### config.mk
export PLATFORM = sky130hd
export DESIGN_NAME = sync_fifo_param
export DESIGN_NICKNAME = d
export VERILOG_FILES = /design/src/rtl/sync_fifo_param.sv
export SDC_FILE = /design/constraint.sdc
export NUM_CORES = 1
export LEC_CHECK = 0
export CAP_MARGIN = 30
export CORE_UTILIZATION = 59
export DETAILED_ROUTE_END_ITERATION = 10
export DONT_BUFFER_PORTS = 1
export PLACE_DENSITY = 0.75
export SYNTH_ARGS = -nofsm -noshare
export SYNTH_HDL_FRONTEND = slang
export SYNTH_SLANG_ARGS = --single-unit
### constraint.sdc
create_clock -name clk -period 7.8 [get_ports clk]
set_clock_uncertainty 0.2 [all_clocks]
set_input_delay 0.39 -clock clk [delete_from_list [all_inputs] [get_ports clk]]
set_output_delay 0.39 -clock clk [all_outputs]
set_load 0.01 [all_outputs]
### src/rtl/sync_fifo_param.sv
// rtl/sync_fifo_param.sv - single-clock parametrised FIFO with count, almost flags, sticky errors and flush
// Optional first-word-fall-through read port selected by SYNC_FIFO_FWFT_EN.
module sync_fifo_param #(
    parameter int DATA_W    = 8,
    parameter int ADDR_W    = 5,
    parameter int AF_THRESH = 28,
    parameter int AE_THRESH = 4
) (
    input  logic              clk,
    input  logic              rst_n,
    input  logic              flush,
    input  logic              wd_en,
    input  logic [DATA_W-1:0] d_in,
    input  logic              rd_en,
    output logic [DATA_W-1:0] d_out,
    output logic              w_en,
    output logic              r_en,
    output logic              full,
    output logic              empty,
    output logic              almost_full,
    output logic              almost_empty,
    output logic [ADDR_W:0]   count,
    output logic              overflow,
    output logic              underflow
);

    localparam int             DEPTH = 1 << ADDR_W;
    localparam logic [ADDR_W:0] AF_C = (ADDR_W + 1)'(AF_THRESH);
    localparam logic [ADDR_W:0] AE_C = (ADDR_W + 1)'(AE_THRESH);
    localparam logic [ADDR_W:0] ONE  = (ADDR_W + 1)'(1);

    logic [DATA_W-1:0] mem_q [DEPTH];
    logic [ADDR_W:0]   w_ptr_q, w_ptr_d;
    logic [ADDR_W:0]   r_ptr_q, r_ptr_d;
    logic              ovf_q, ovf_d;
    logic              udf_q, udf_d;
    logic              do_wr, do_rd;

    // Status is purely a function of the registered pointers.
    assign full         = (w_ptr_q[ADDR_W] != r_ptr_q[ADDR_W]) &&
                          (w_ptr_q[ADDR_W-1:0] == r_ptr_q[ADDR_W-1:0]);
    assign empty        = (w_ptr_q == r_ptr_q);
    assign count        = w_ptr_q - r_ptr_q;
    assign almost_full  = (count >= AF_C);
    assign almost_empty = (count <= AE_C);
    assign overflow     = ovf_q;
    assign underflow    = udf_q;

    assign w_en  = wd_en & ~full;
    assign r_en  = rd_en & ~empty;
    // Flush wins over any request in the same cycle.
    assign do_wr = w_en & ~flush;
    assign do_rd = r_en & ~flush;

    always_comb begin
        w_ptr_d = w_ptr_q;
        r_ptr_d = r_ptr_q;
        ovf_d   = ovf_q;
        udf_d   = udf_q;
        if (flush) begin
            w_ptr_d = '0;
            r_ptr_d = '0;
            ovf_d   = 1'b0;
            udf_d   = 1'b0;
        end else begin
            if (do_wr)         w_ptr_d = w_ptr_q + ONE;
            if (do_rd)         r_ptr_d = r_ptr_q + ONE;
            if (wd_en && full) ovf_d   = 1'b1;
            if (rd_en && empty) udf_d  = 1'b1;
        end
    end

    always_ff @(posedge clk or negedge rst_n) begin
        if (!rst_n) begin
            w_ptr_q <= '0;
            r_ptr_q <= '0;
            ovf_q   <= 1'b0;
            udf_q   <= 1'b0;
        end else begin
            w_ptr_q <= w_ptr_d;
            r_ptr_q <= r_ptr_d;
            ovf_q   <= ovf_d;
            udf_q   <= udf_d;
        end
    end

    always_ff @(posedge clk) begin
        if (do_wr) mem_q[w_ptr_q[ADDR_W-1:0]] <= d_in;
    end

`ifdef SYNC_FIFO_FWFT_EN
    assign d_out = mem_q[r_ptr_q[ADDR_W-1:0]];
`else
    logic [DATA_W-1:0] d_out_q, d_out_d;

    always_comb begin
        d_out_d = d_out_q;
        if (flush)      d_out_d = '0;
        else if (do_rd) d_out_d = mem_q[r_ptr_q[ADDR_W-1:0]];
    end

    always_ff @(posedge clk or negedge rst_n) begin
        if (!rst_n) d_out_q <= '0;
        else        d_out_q <= d_out_d;
    end

    assign d_out = d_out_q;
`endif

endmodule
==> results.txt, run 1 <==
# fillers: 1114
status: finished, violations left
drt initial violations: 735
min Tclk post-route: 4.318 ns
crit path DAT: 3.73 ns
detailed placer's ending HPWL: 15620 um
synth-to-layout area growth: 12.55%
final setup margin: 3.482 ns
Hold Crit Class: input pin to flip-flop
grt met1 use: 38.70%
failing checks: DRC
share of layout cells above drive strength 1: 17.57%
buffers added on ports: 0
Syn. warnings: 0
RSZ-0062 raised after global routing: no
TritonCTS Buffers: 27
Critical Path Sink Type: primary output
core area: 18210 um^2
Die ar.: 19370 um^2
Skew-Pair Late Insertion Delay: 0.55 ns
routing usage on met2: 44.50%
Slew HR: 36.22%
RD Place Congestion: 0.8300
Top FF cell, synth: edfxtp_1
fin nets: 646
post-place setup slack: 3.666 ns
htree depth: 1
Clock transition at path regs: 0.06 ns
Initial DRT Pass Iterations: 9
number of global-route vias before repair: 5905
Seq/Total Area, Yosys: 74.19%
initial core utilization: 60.98%
ANT nets after route: 0
maxcap violations: 0
die height: 139.2 um
syn_area_per_cell: 18.73 um^2
Worst-Margin Slew: 0.9567 ns
# diodes: 0
Via-to-Cell Ratio: 6.741
Synth area leaders: edfxtp_1 (69%), mux4_2 (9.7%), dfrtp_1 (5.0%)
Pwr Density: 268.6 nW/um^2
Post-synth EDFFs: 256
Yosys cell types: 44
FFs w/ async S/R, synth: 7.914%
io pins: 35
total grt overflow: 0
Resize count post-CTS: 0
kind of critical path: flip-flop to primary output
Top Usage Layer GRT: met2
leakage power: 4.033 nW
overall routed net length: 25780 um
Synth top cells by count: edfxtp_1 (256), nor2_1 (54), mux4_2 (48), mux2i_1 (32), dfrtp_1 (22)
DR vias: 5878
Yosys reg bits: 278
clk sinks: 278
Final Cycle Share: 55.35%
Fmax: 231.6 MHz
worst-path maximum fanout: 24
area leader, netlist: edfxtp_1
M3 GR Usage: 5.974%
DR WL/cell: 29.57 um
initial antenna violation count: 0
row count: 49
clock root buffer: clkbuf_16
cell area after synthesis: 11100 um^2
setup violators final: 0
Worst VDD drop: 0.2353 mV
overall routing resource usage: 27.66%
Worst setup SP type: flip-flop
worst path required time: 7.21 ns
PnR Total Power: 3.357 mW
cells after synthesis: 593
largest net degree at the start of global routing: 53
Post-Syn Nets: 617
first-pass GRT wire length: 38140 um
most frequent cell after synthesis: edfxtp_1
drc violations: 1
TritonCTS clock tree: done
count of pins over their slew limit: 0
TNS Setup: 0 ns
Fin. Hold Viols: 0
Clock Path Buffers: 3
die span in x: 139.2 um
share of the synthesized area in the top cell type: 69.23%
## cells by family (layout without fill, tap and decap cells)
logic type               after synthesis  after routing  synth area share, %
AO/OA/AOI/OAI                         72             72                4.980
buffers and inverters                 41             91                1.747
multiplexers                          81             81                12.72
AND/OR/NAND/NOR                       97             97                4.034
flip-flops                           278            278                74.19
adder cells (fa/ha/maj)               11             11                1.307
XOR/XNOR                              13             13                1.025
## area by class of cell
| cell class | instances | area [um^2] | share of cell area, % |
|---|---|---|---|
| Tap cell | 229 | 286.5 | 2.293 |
| Clock buffer | 42 | 773.2 | 6.187 |
| Clock inverter | 8 | 111.4 | 0.8910 |
| Timing Repair Buffer | 28 | 364.1 | 2.913 |
| Inverter | 13 | 48.80 | 0.3904 |
| Multi-Input combinational cell | 274 | 2673 | 21.38 |
| Sequential cell | 278 | 8242 | 65.94 |
## critical path: stages (launching register included)
cell and delay [ns]:
dfrtp_1 0.97, inv_1 0.25, ha_1 0.36, nor2b_1 0.11, o21ai_0 0.10, a21boi_0 0.34, or4_1 0.17, nand3_1 0.16
a2111oi_0 0.74
## flip-flops by register name, indices dropped and copies added, names as in the netlist
register	count
mem_q	256
underflow	1
d_out	8
overflow	1
w_ptr_q	6
r_ptr_q	6
## final timing paths
check / start / end / slack (ns) / cells after the start
worst max-delay path: r_ptr_q[1] / almost_empty / 3.48 / 8
worst min-delay path: wd_en / w_ptr_q[0] / 0.05 / 4
worst max register to register: r_ptr_q[1] / mem_q[17][2] / 3.53 / 7
worst min register to register: overflow / overflow / 0.37 / 2
max in group asynchronous: rst_n / r_ptr_q[0] / 6.43 / 3
min in group asynchronous: rst_n / overflow / 0.53 / 2
## power by group
part           internal, mW  leakage [nW]  switching, mW
sequential             1.64          2.60         0.0448
clock                 0.753         0.418          0.539
combinational         0.174          1.01          0.204
## placed cells by master (no fill, tap or decap), drive strengths merged, types with 3 or more instances in the layout
| master | instances |
|---|---|
| mux2i | 32 |
| clkbuf | 42 |
| a2111oi | 8 |
| buf | 15 |
| o22ai | 7 |
| nor3 | 4 |
| nand4 | 6 |
| nand2 | 12 |
| dlygate4sd3 | 13 |
| o221ai | 8 |
| xor2 | 6 |
| a22o | 14 |
| a21oi | 20 |
| dfrtp | 22 |
| a22oi | 8 |
| nand3b | 3 |
| clkinvlp | 3 |
| nand3 | 6 |
| inv | 14 |
| mux4 | 48 |
| edfxtp | 256 |
| xnor2 | 7 |
| nor2 | 56 |
| ha | 10 |
## metrics by stage
stage	cell area [um^2]	std cells	utilization, %	hold WS (ns)
detailed placement	11300	800	62.04	-0.1050
CTS	12460	870	68.43	0.03303
global placement	11270	797	61.90	-0.1051
finish	12500	872	68.64	0.04920
global route	12500	872	68.64	0.05931
floorplan	11100	593	-	-0.1056
## what timing repair did
item / 4_1_cts / 5_1_grt
endpoints found under the setup margin: 0 / 0
endpoints found under the hold margin: 292 / 1
hold buffers: 20 / 1
setup buffers: 0 / 0
## per-layer routing
| layer | routed length [um] | share of wire, % |
|---|---|---|
| met1 | 9911 | 38 |
| met3 | 2504 | 9.7 |
| met4 | 810 | 3.1 |
| met5 | 0 | 0 |
| met2 | 12550 | 49 |
Power figures use the tool's default switching activity.
==> run 2, diff against run 1 <==
==> constraint.sdc (replaced) <==
create_clock -name clk -period 4.4 [get_ports clk]
set_clock_uncertainty 0.2 [all_clocks]
set_input_delay 0.22 -clock clk [delete_from_list [all_inputs] [get_ports clk]]
set_output_delay 0.22 -clock clk [all_outputs]
set_load 0.01 [all_outputs]
==> results.txt, run 2 (synthesized netlist as in run 1, its figures left out) <==
overall routing resource usage: 24.89%
clk sinks: 278
min Tclk post-route: 3.454 ns
Fin. Hold Viols: 0
Clock transition at path regs: 0.07 ns
Skew-Pair Late Insertion Delay: 0.54 ns
post-place setup slack: 1.048 ns
dpl cells: 828
synth-to-layout area growth: 13.83%
Worst setup SP type: flip-flop
drc violations: 0
# fillers: 1123
TritonCTS Buffers: 27
status: finished clean
Critical Path Sink Type: flip-flop
leakage power: 4.164 nW
setup violators final: 0
share of layout cells above drive strength 1: 20.45%
largest net degree at the start of global routing: 85
count of pins over their slew limit: 0
Resize count post-CTS: 0
commonest non-fill, non-tap cell in the layout: edfxtp_1
DR vias: 5779
Worst path max stage delay: 0.63 ns
buffers added on ports: 0
io pins: 35
initial antenna violation count: 0
Via-to-Cell Ratio: 6.428
die height: 139.2 um
Layout Utilization: 69.42%
initial core utilization: 60.98%
maxcap violations: 0
clock root buffer: clkbuf_16
TNS Setup: 0 ns
htree depth: 1
kind of critical path: flip-flop to flip-flop
hold buffers post-CTS: 23
# diodes: 0
Fmax: 289.5 MHz
final setup margin: 0.9460 ns
ANT nets after route: 0
Final Cycle Share: 78.50%
TritonCTS clock tree: done
Slew HR: 47.45%
Die ar.: 19370 um^2
fin cells: 899
RD Place Congestion: 0.9226
row count: 49
Hold Crit Class: input pin to flip-flop
Worst-Margin Slew: 0.7853 ns
detailed placer's ending HPWL: 14070 um
crit path DAT: 3.42 ns
Largest register FFs: 256
total grt overflow: 0
core area: 18210 um^2
setup bufs post-CTS: 0
DR WL/cell: 25.67 um
first-pass GRT wire length: 35220 um
final hold slack: 0.2366 ns
drt initial violations: 424
Initial DRT Pass Iterations: 7
CP Cell Sequence: inv_1 > ha_1 > and4_1 > and3_1 > nor3_1 > nand2_1 > nor2_1
Clock Path Buffers: 3
Worst VDD drop: 0.3501 mV
overall routed net length: 23080 um
worst path required time: 4.36 ns
RSZ-0062 raised after global routing: no
fin nets: 676
number of global-route vias before repair: 5759
Crit-path slowest cell: nor2_1
die span in x: 139.2 um
worst-path maximum fanout: 9
most frequent cells in the layout: edfxtp_1 (256), nor2_1 (54), mux4_2 (48)
Pwr Density: 454.9 nW/um^2
run 2: cell count changes in the layout (fill, tap and decap cells not counted), moves of 3 or more:
| cell | previous run | this run |
|---|---|---|
| clkinvlp_4 | 3 | 0 |
| clkbuf_1 | 12 | 9 |
| clkinv_1 | 1 | 6 |
| buf_4 | 4 | 31 |
run 2: power breakdown:
part / total, mW / switching (mW) / internal, mW
clock network: 2.08 / 0.898 / 1.18
registers: 2.94 / 0.0267 / 2.91
logic: 0.730 / 0.405 / 0.325
total: 5.75 / 1.33 / 4.42
run 2: area by class of cell:
| cell class | count | area, um^2 | area share, % |
|---|---|---|---|
| Tap cell | 229 | 286.5 | 2.267 |
| Clock inverter | 11 | 76.32 | 0.6038 |
| Clock buffer | 36 | 709.4 | 5.613 |
| Multi-Input combinational cell | 274 | 2673 | 21.14 |
| Inverter | 13 | 48.80 | 0.3861 |
| Timing Repair Buffer | 58 | 604.3 | 4.781 |
| Sequential cell | 278 | 8242 | 65.20 |
run 2: path summary, 6_finish.rpt:
check                      startpoint  cells after the start            to  slack, ns
max reg2reg                r_ptr_q[3]                      7  mem_q[11][4]       0.95
min                             rd_en                      3     underflow       0.24
min in group asynchronous       rst_n                      4     underflow       0.52
max in group asynchronous       rst_n                      4    r_ptr_q[0]       3.30
max                        r_ptr_q[3]                      7  mem_q[11][4]       0.95
min reg2reg                r_ptr_q[5]                      2    r_ptr_q[5]       0.38
run 2: layer usage:
layer  global-route usage, %  wire (um)  vias to the layer above
met5                       0          0                        -
met4                   8.713        690                        0
met3                   4.178       1558                       46
met2                   39.05      11250                      247
met1                   35.94       9574                     2970
li1                        -          -                     2516
run 2: worst max-delay path: cells and delay by family, from the launching register on:
kind	cells	cell delay (ns)
AND/OR/NAND/NOR	5	1.85
flip-flops	1	0.51
adder cells (fa/ha/maj)	1	0.35
buffers and inverters	1	0.16
run 2: through the flow:
stage	power (mW)	area [um^2]
2_1_floorplan	3.510	11100
3_5_place_dp	3.650	11520
6_report	5.750	12640
4_1_cts	5.775	12620
3_3_place_gp	3.636	11500
5_1_grt	5.926	12640
